===== src/rtl/calc_port_responder_pkg.sv =====
// Shared definitions for the calculator port responder: encodings, widths
// and the packed response-queue entry.
package calc_port_responder_pkg;

  localparam int DATA_W = 32;
  localparam int CMD_W  = 4;
  localparam int TAG_W  = 2;
  localparam int RESP_W = 2;
  localparam int QDEPTH = 4;
  localparam int CNT_W  = 3;

  typedef logic [DATA_W-1:0] data_t;
  typedef logic [TAG_W-1:0]  tag_t;
  typedef logic [CNT_W-1:0]  cnt_t;

  typedef enum logic [CMD_W-1:0] {
    CMD_NOP = 4'd0,
    CMD_ADD = 4'd1,
    CMD_SUB = 4'd2,
    CMD_LSH = 4'd5,
    CMD_RSH = 4'd6
  } cmd_e;

  typedef enum logic [RESP_W-1:0] {
    RESP_NORE = 2'd0,
    RESP_GOOD = 2'd1,
    RESP_INVL = 2'd2,
    RESP_ERR  = 2'd3
  } resp_e;

  typedef struct packed {
    resp_e resp;
    data_t data;
    tag_t  tag;
    cnt_t  count;
  } q_entry_t;

endpackage


===== src/rtl/calc_port_responder_alu.sv =====
// Combinational result and response-code computation for one request.
module calc_resp_alu
  import calc_port_responder_pkg::*;
(
  input  logic [CMD_W-1:0]  cmd,
  input  logic [DATA_W-1:0] op1,
  input  logic [DATA_W-1:0] op2,
  output logic [RESP_W-1:0] resp,
  output logic [DATA_W-1:0] data
);

  logic [DATA_W:0] sum;

  assign sum = {1'b0, op1} + {1'b0, op2};

  // Anything that is not a recognised operation, or overflows, is INVL with zero data.
  always_comb begin
    resp = RESP_INVL;
    data = '0;
    case (cmd_e'(cmd))
      CMD_ADD: begin
        if (!sum[DATA_W]) begin
          resp = RESP_GOOD;
          data = sum[DATA_W-1:0];
        end
      end
      CMD_SUB: begin
        if (op2 <= op1) begin
          resp = RESP_GOOD;
          data = op1 - op2;
        end
      end
      CMD_LSH: begin
        resp = RESP_GOOD;
        data = op1 << op2[4:0];
      end
      CMD_RSH: begin
        resp = RESP_GOOD;
        data = op1 >> op2[4:0];
      end
      default: begin
        resp = RESP_INVL;
        data = '0;
      end
    endcase
  end

endmodule


===== src/rtl/calc_port_responder.sv =====
// Two-cycle request port with a fixed-latency response queue and
// duplicate-tag detection against responses still in flight.
module calc_port_responder
  import calc_port_responder_pkg::*;
#(
  parameter int LAT = 2
) (
  input  logic              c_clk,
  input  logic              reset,
  input  logic [CMD_W-1:0]  req_cmd_in,
  input  logic [DATA_W-1:0] req_data_in,
  input  logic [TAG_W-1:0]  req_tag_in,
  output logic [RESP_W-1:0] out_resp,
  output logic [DATA_W-1:0] out_data,
  output logic [TAG_W-1:0]  out_tag
);

  typedef enum logic {ST_IDLE, ST_OP2} state_e;

  state_e            state;
  logic [CMD_W-1:0]  cmd_q;
  data_t             op1_q;
  tag_t              tag_q;

  q_entry_t          q      [QDEPTH];
  q_entry_t          q_next [QDEPTH];
  logic [2:0]        q_cnt;
  logic [2:0]        q_cnt_next;

  logic              push;
  logic              pop;
  logic              dup;
  logic [RESP_W-1:0] alu_resp;
  data_t             alu_data;
  q_entry_t          new_entry;

  calc_resp_alu u_alu (
    .cmd  (cmd_q),
    .op1  (op1_q),
    .op2  (req_data_in),
    .resp (alu_resp),
    .data (alu_data)
  );

  assign push = (state == ST_OP2);
  assign pop  = (q_cnt != 3'd0) && (q[0].count == '0);

  // The head being popped this cycle has already completed, so it no longer blocks its tag.
  always_comb begin
    dup = 1'b0;
    for (int i = 0; i < QDEPTH; i++) begin
      if ((3'(i) < q_cnt) && !((i == 0) && pop) && (q[i].tag == tag_q)) begin
        dup = 1'b1;
      end
    end
  end

  always_comb begin
    new_entry.resp  = dup ? RESP_ERR : resp_e'(alu_resp);
    new_entry.data  = dup ? '0 : alu_data;
    new_entry.tag   = tag_q;
    new_entry.count = CNT_W'(LAT - 1);
  end

  // Age every entry, shift out the head on pop, then append the new entry behind the survivors.
  always_comb begin
    q_next     = q;
    q_cnt_next = q_cnt;
    for (int i = 0; i < QDEPTH; i++) begin
      if ((3'(i) < q_cnt) && (q[i].count != '0)) begin
        q_next[i].count = q[i].count - 1'b1;
      end
    end
    if (pop) begin
      for (int i = 0; i < QDEPTH - 1; i++) begin
        q_next[i] = q_next[i+1];
      end
      q_next[QDEPTH-1] = '0;
      q_cnt_next       = q_cnt - 3'd1;
    end
    if (push) begin
      q_next[q_cnt_next[1:0]] = new_entry;
      q_cnt_next              = q_cnt_next + 3'd1;
    end
  end

  always_ff @(posedge c_clk) begin
    if (reset) begin
      state    <= ST_IDLE;
      cmd_q    <= '0;
      op1_q    <= '0;
      tag_q    <= '0;
      q_cnt    <= '0;
      out_resp <= '0;
      out_data <= '0;
      out_tag  <= '0;
      for (int i = 0; i < QDEPTH; i++) begin
        q[i] <= '0;
      end
    end else begin
      assert (!(push && (q_cnt == 3'(QDEPTH)) && !pop));
      case (state)
        ST_IDLE: begin
          if (req_cmd_in != CMD_NOP) begin
            cmd_q <= req_cmd_in;
            op1_q <= req_data_in;
            tag_q <= req_tag_in;
            state <= ST_OP2;
          end
        end
        ST_OP2: begin
          state <= ST_IDLE;
        end
        default: begin
          state <= ST_IDLE;
        end
      endcase
      q     <= q_next;
      q_cnt <= q_cnt_next;
      if (pop) begin
        out_resp <= q[0].resp;
        out_data <= q[0].data;
        out_tag  <= q[0].tag;
      end else begin
        out_resp <= '0;
        out_data <= '0;
        out_tag  <= '0;
      end
    end
  end

endmodule


===== config.mk =====
export PLATFORM = sky130hd
export DESIGN_NAME = calc_port_responder
export DESIGN_NICKNAME = d
export VERILOG_FILES = /design/src/rtl/calc_port_responder_pkg.sv /design/src/rtl/calc_port_responder_alu.sv /design/src/rtl/calc_port_responder.sv
export SDC_FILE = /design/constraint.sdc
export NUM_CORES = 1
export LEC_CHECK = 0
export CAP_MARGIN = 20
export CORE_ASPECT_RATIO = 2
export CORE_MARGIN = 2
export CORE_UTILIZATION = 55
export DETAILED_ROUTE_END_ITERATION = 8
export HOLD_SLACK_MARGIN = 0.1
export PLACE_DENSITY = 0.74
export SKIP_CTS_REPAIR_TIMING = 1
export SYNTH_ARGS = -nofsm -noshare
export SYNTH_HDL_FRONTEND = slang
export SYNTH_SLANG_ARGS = --single-unit

===== constraint.sdc =====
create_clock -name c_clk -period 12.3 [get_ports c_clk]
set_input_delay 2.46 -clock c_clk [delete_from_list [all_inputs] [get_ports c_clk]]
set_output_delay 2.46 -clock c_clk [all_outputs]
set_load 0.01 [all_outputs]

-- Word level (Yosys, flattened, before mapping)
Index checks and enable logic that the tools add are counted.
- memory bits (writable): 0
- memories kept: 0
- bits in latches: 0
- memory bits (read-only): 0
- output and inout bits: 36
- bits in registers: 234
- input port bits: 40
- word-level logic and storage cells: 99
- divide/modulo/power cells: 0
- multiply operators: 0
- equal/unequal tests: 8
- bitwise operators: 3
- reductions and logical operators: 22
- mux-type cells: 25
- shifts and indexed selects: 2
- add/sub/neg operators: 8
- magnitude comparators: 7
- operators by type and width (operator ; number):
    two-way mux 156 bit ; 2
    bitwise mux 156 bit ; 1
    one-hot mux 32 bit (4 select lines) ; 1
    two-way mux 32 bit ; 3
    demux 39 bit (select 2 bit) ; 1
    two-way mux 39 bit ; 1
    adder 32 x 32 -> 33 bit ; 1
    <= comparator 32 bit ; 1
    left shift 32 x 5 -> 32 bit ; 1
    right shift 32 x 5 -> 32 bit ; 1
    subtractor 32 bit ; 1
    two-way mux 3 bit ; 6
    nonzero test 3 bit ; 5
    subtractor 3 x 1 -> 3 bit, second input constant ; 5
    logical AND 1 bit ; 11
    == test 2 bit ; 4
    == test 4 x 3 -> 1 bit, second input constant ; 2
    less-than comparator 1 x 3 -> 1 bit, first input constant ; 2
    less-than comparator 2 x 3 -> 1 bit, first input constant ; 2
    two-way mux 2 bit ; 3
    one-hot mux 2 bit (3 select lines) ; 1
    two-way mux 1 bit ; 5
    == test 4 x 1 -> 1 bit, second input constant ; 1
    == test 4 x 2 -> 1 bit, second input constant ; 1
    other kinds (11) ; 13

-- Longest topological paths before layout
- depth after elaboration: 12
- gate-level depth with buffers: 16
- depth with buffers taken out: 13

-- By module
From an unflattened synthesis, not the netlist that was laid out.
- cells, all modules: 1954
- area total of the unflattened synthesis: 17075.1 µm²
- by module, submodules not included (module ; seq. area each (µm²) ; cells an instance ; area each (µm²) ; instances):
    calc_port_responder ; 4684.5 ; 906 ; 9890.7 ; 1
    calc_resp_alu ; 0.0 ; 1048 ; 7184.4 ; 1

-- Worst setup path before layout
Ideal clock, no wire load.
- path kind: input to register
- from: input port req_data_in[1]
- to: register q[135] in the netlist's numbering
- setup slack: 6466 ps
- arrival time: 5697 ps
- setup time: 137 ps
- stages: 16
- path buffers: 5
- path through: buf_2 -> buf_2 -> buf_2 -> inv_1 -> fa_1 -> o21bai_1 -> o2111ai_2 -> a2111oi_4 -> o2111ai_1 -> nand3_1 -> nor4_1 -> buf_2 -> buf_2 -> a221o_1 -> a21oi_1 -> o22ai_1
- cells in the longest elaborated chain, start to end: 6
- elaborated cells on any way between the ends: 11
- those cells by class: add/sub: 2; order compare: 1; shift: 2; mux: 6
- ends and longest elaborated chain (element ; line ; RTL):
    start: declaration ; calc_port_responder.sv:11 ; input logic [DATA_W-1:0] req_data_in,
    subtractor 32 bit, or another cell as far along ; calc_port_responder_alu.sv:30 ; data = op1 - op2;
    two-way mux 32 bit (on tied branches) ; calc_port_responder_alu.sv:28, calc_port_responder_alu.sv:22 ;
    one-hot mux 32 bit (4 select lines) (*) ; calc_port_responder_alu.sv:20 ; case (cmd_e'(cmd))
    two-way mux 32 bit (*) ; calc_port_responder.sv:60 ; new_entry.data = dup ? '0 : alu_data;
    bitwise mux 156 bit (*) ; calc_port_responder.sv:82 ; q_next[q_cnt_next[1:0]] = new_entry;
    two-way mux 156 bit (*) ; calc_port_responder.sv:81 ; if (push) begin
    end signal: assignment ; calc_port_responder.sv:118 ; q <= q_next;
    end: declaration ; calc_port_responder.sv:25 ; q_entry_t q [QDEPTH];
Mark *: on every way between the ends. The rest lies on a longest branch, timed or not.
A chain may end at the register's enable or synchronous reset.

-- Final worst setup path
- from: input port req_data_in[2]
- to: register q[111] in the netlist's numbering
Same word-level chain as after synthesis.

==> results by group <==
Outcome
  – Status: finished clean

Synthesis
  – Main area contributors after synthesis: dfxtp_1 28%, mux2i_1 7.9%, mux4_2 7.2%
  – Sequential fraction of the synthesis area: 28.30%
  – EDFF count, synth: 0
  – Post-synth cell types: 96
  – Area share of the largest cell type after synthesis: between 20% and 30%
  – Synthesized area per cell: 8.309 sq um
  – Post-Syn Area: roughly 0.017 sq mm
  – Yosys Warn Count: 0
  – Seq cells post-synth: 234
  – Yosys top cell by area: dfxtp_1
  – Syn_nets: 2114
  – Asr flop ratio synth: 0%
  – Top FF cell, synth: dfxtp_1
  – Cells after Synth: 1992

Clock tree
  – Clock tree buffer depth: 3
  – Clk root buf: clkbuf_16
  – CTS tree: yes
  – TritonCTS Buffers: 21
  – Clock sinks: 234
  – Reg clk slew, reported paths: approximately 0.070 ns
  – H-tree depth: 1
  – Clk_lat worst skew: 0.53 ns

Timing
  – Slew @ Worst Pin: between 1 and 1.5 ns
  – Max-slew violation count: 0
  – Fin Setup TNS: 0 ns
  – Clock skew: 0.01717 ns
  – Slew Limit Headroom: a little over a fifth
  – RSZ-0062 raised after global routing: no
  – Crit share post-route: between 50% and 60%
  – Finish-stage setup viols: 0
  – Fin. Hold Viols: 0
  – Tmin final: 6.654 ns
  – Max Freq: 150.3 MHz
  – Post-route setup slack: 5.646 ns

Die
  – Row count: 89
  – Starting Density: roughly 56%
  – Die Wd: 126.7 microns
  – Top-Level Pins: 76
  – Height of the die: between 200 and 250 microns
  – Core area: 0.02962 sq mm
  – Die area: 0.03158 sq mm

Power
  – Maximum vdd drop: 0.0001780 V
  – P per Cell Area: 145.8 mW/mm^2
  – Leakage power: about 6.9 nW
  – Total chip power: 2.625 mW

Flow run
  – Max Cap Viol: 0

GRT
  – GRT overflow: 0
  – Vias in the first global route: 16080
  – Tot GR Track Use: 41.35%
  – Global-route wire length before repair: a little under 100000 microns
  – Antenna violations before repair: 5
  – Largest net degree at the start of global routing: 72

Drt
  – Aggregate routed wire length: about 66000 microns
  – TritonRoute pass-1 iters: 7
  – DR vias: 16160
  – Routed len/inst: 28.33 microns
  – Final antenna-violating net count: 0
  – DR iter-0 viols: 1399
  – Post-route DRC: 0
  – DR vias/cell: 6.904

Setup path
  – Crit path capture type: flip-flop
  – Startpoint types: primary input
  – Critical path fanouts, max: 57
  – Worst EP required: 12.66 ns
  – Crit Path Class: primary input to flip-flop
  – Worst path arrival time: 7.02 ns

Cells and area
  – Layout cells sized above 1: 9.266%
  – Layout area overhead: 8.792%
  – Final net count: 2083

Place
  – Gpl congestion: 1.196
  – Pre-CTS setup slack: 5.094 ns
  – I/O Buffers: 75
  – Detailed placement HPWL: 49140 microns

Hold path
  – HP Class: flip-flop to flip-flop
==> final timing paths <==
path,cells past startpoint,from,slack (ns),end
setup / recovery,14,req_data_in[2],5.65,q[111]$_SDFF_PP0_
setup reg to reg,11,q_cnt[0]$_SDFF_PP0_,7.77,q[109]$_SDFF_PP0_
hold reg to reg,2,q[17]$_SDFF_PP0_,0.45,q[17]$_SDFF_PP0_
hold / removal,2,q[17]$_SDFF_PP0_,0.45,q[17]$_SDFF_PP0_
==> flip-flops by register name (all words and copies together), names as in the netlist <==
register  cells
q_cnt         3
q           156
push          1
out_tag       2
op1_q        32
cmd_q         4
out_resp      2
tag_q         2
out_data     32
==> metrics by stage <==
step	instance area (sq um)	cells	utilization, %	hold WS [ns]
floorplan	16550	1992	-	0.4248
global placement	17260	2299	58.27	0.4341
detailed placement	17260	2299	58.27	0.4410
CTS	17940	2336	60.55	0.4530
global route	18010	2341	60.79	0.4672
finish	18010	2341	60.79	0.4502
==> layout make-up <==
cell class / instances / area (sq um)
inverters: 83 / 311.5
diodes: 2 / 5.005
multi-input cells: 1520 / 10910
clock inverters: 6 / 51.30
repair buffers: 101 / 963.4
fillers: 2664 / 11610
flip-flops and latches: 234 / 4684
clock buffers: 31 / 623.1
well taps: 364 / 455.4
==> cells in the mapped netlist, drive strengths merged (10+ instances only) <==
master    n
a21oi   163
a221oi   18
nand2b   24
nand2   227
clkbuf   96
nand4    14
nor2    160
o22ai    98
xnor2    12
mux4     53
inv      82
mux2i   131
a31oi    15
o31ai    15
and2     43
ha       80
nor4     14
o21ai   102
o211ai   13
nor2b    20
or3      16
nor3     29
o32ai    10
a221o    24
o21a     13
nand3    27
o21bai   15
a211oi   15
buf      59
dfxtp   234
o221ai   26
a21o     27
==> layer usage <==
metal / global-route usage [%] / part of all wire, % / vias up
met4: 37.39 / 11 / 4
met2: 72.05 / 50 / 802
met5: 0 / 0.047 / -
met1: 40.08 / 32 / 7731
met3: 8.978 / 6.7 / 314
li1: - / - / 7312
==> power breakdown <==
group	leakage [nW]	switching, mW	internal, mW
Combinational	4.66	0.674	0.371
Sequential	1.90	0.0794	0.841
Clock	0.328	0.303	0.355
Total	6.89	1.06	1.57
==> critical path, cell delays in order <==
cell	delay, ns
buf_2	0.07
buf_4	0.51
inv_2	0.07
buf_4	0.32
ha_1	0.49
o21bai_1	0.27
o2111ai_2	0.18
a2111oi_4	0.56
nor3b_1	0.15
nor4_2	0.59
nor3_1	0.10
nand4bb_1	0.38
a211oi_1	0.66
o22ai_1	0.18
==> cell families (layout without fill, tap and decap cells) <==
kind of cell / Yosys count / count (layout) / synth area share, %
fa+ha+maj: 83 / 83 / 6.350
other cells: 0 / 2 / 0
xor+xnor: 17 / 17 / 0.8996
buf+inv: 238 / 221 / 6.002
mux: 192 / 192 / 15.68
compound gates: 623 / 623 / 25.71
simple gates: 605 / 605 / 17.05
flops: 234 / 234 / 28.30
==> layout by cell type, fill, tap and decap left out, drive strengths merged, types with 12 or more instances in the layout <==
cell           instances
dfxtp                234
a221o                 24
nor2                 160
a221oi                18
a31oi                 15
buf                   31
nand2                227
nor2b                 20
mux4                  53
clkbuf                31
o22ai                 98
xnor2                 12
a21oi                163
nand3                 27
o31ai                 15
o21ai                102
o21a                  13
nor4                  14
o211ai                13
a21o                  27
nand2b                24
and2                  43
clkdlybuf4s50         70
ha                    80
o21bai                15
mux2i                131
nand4                 14
or3                   16
nor3                  29
a211oi                15
o221ai                26
inv                   84
Power figures use the tool's default switching activity.
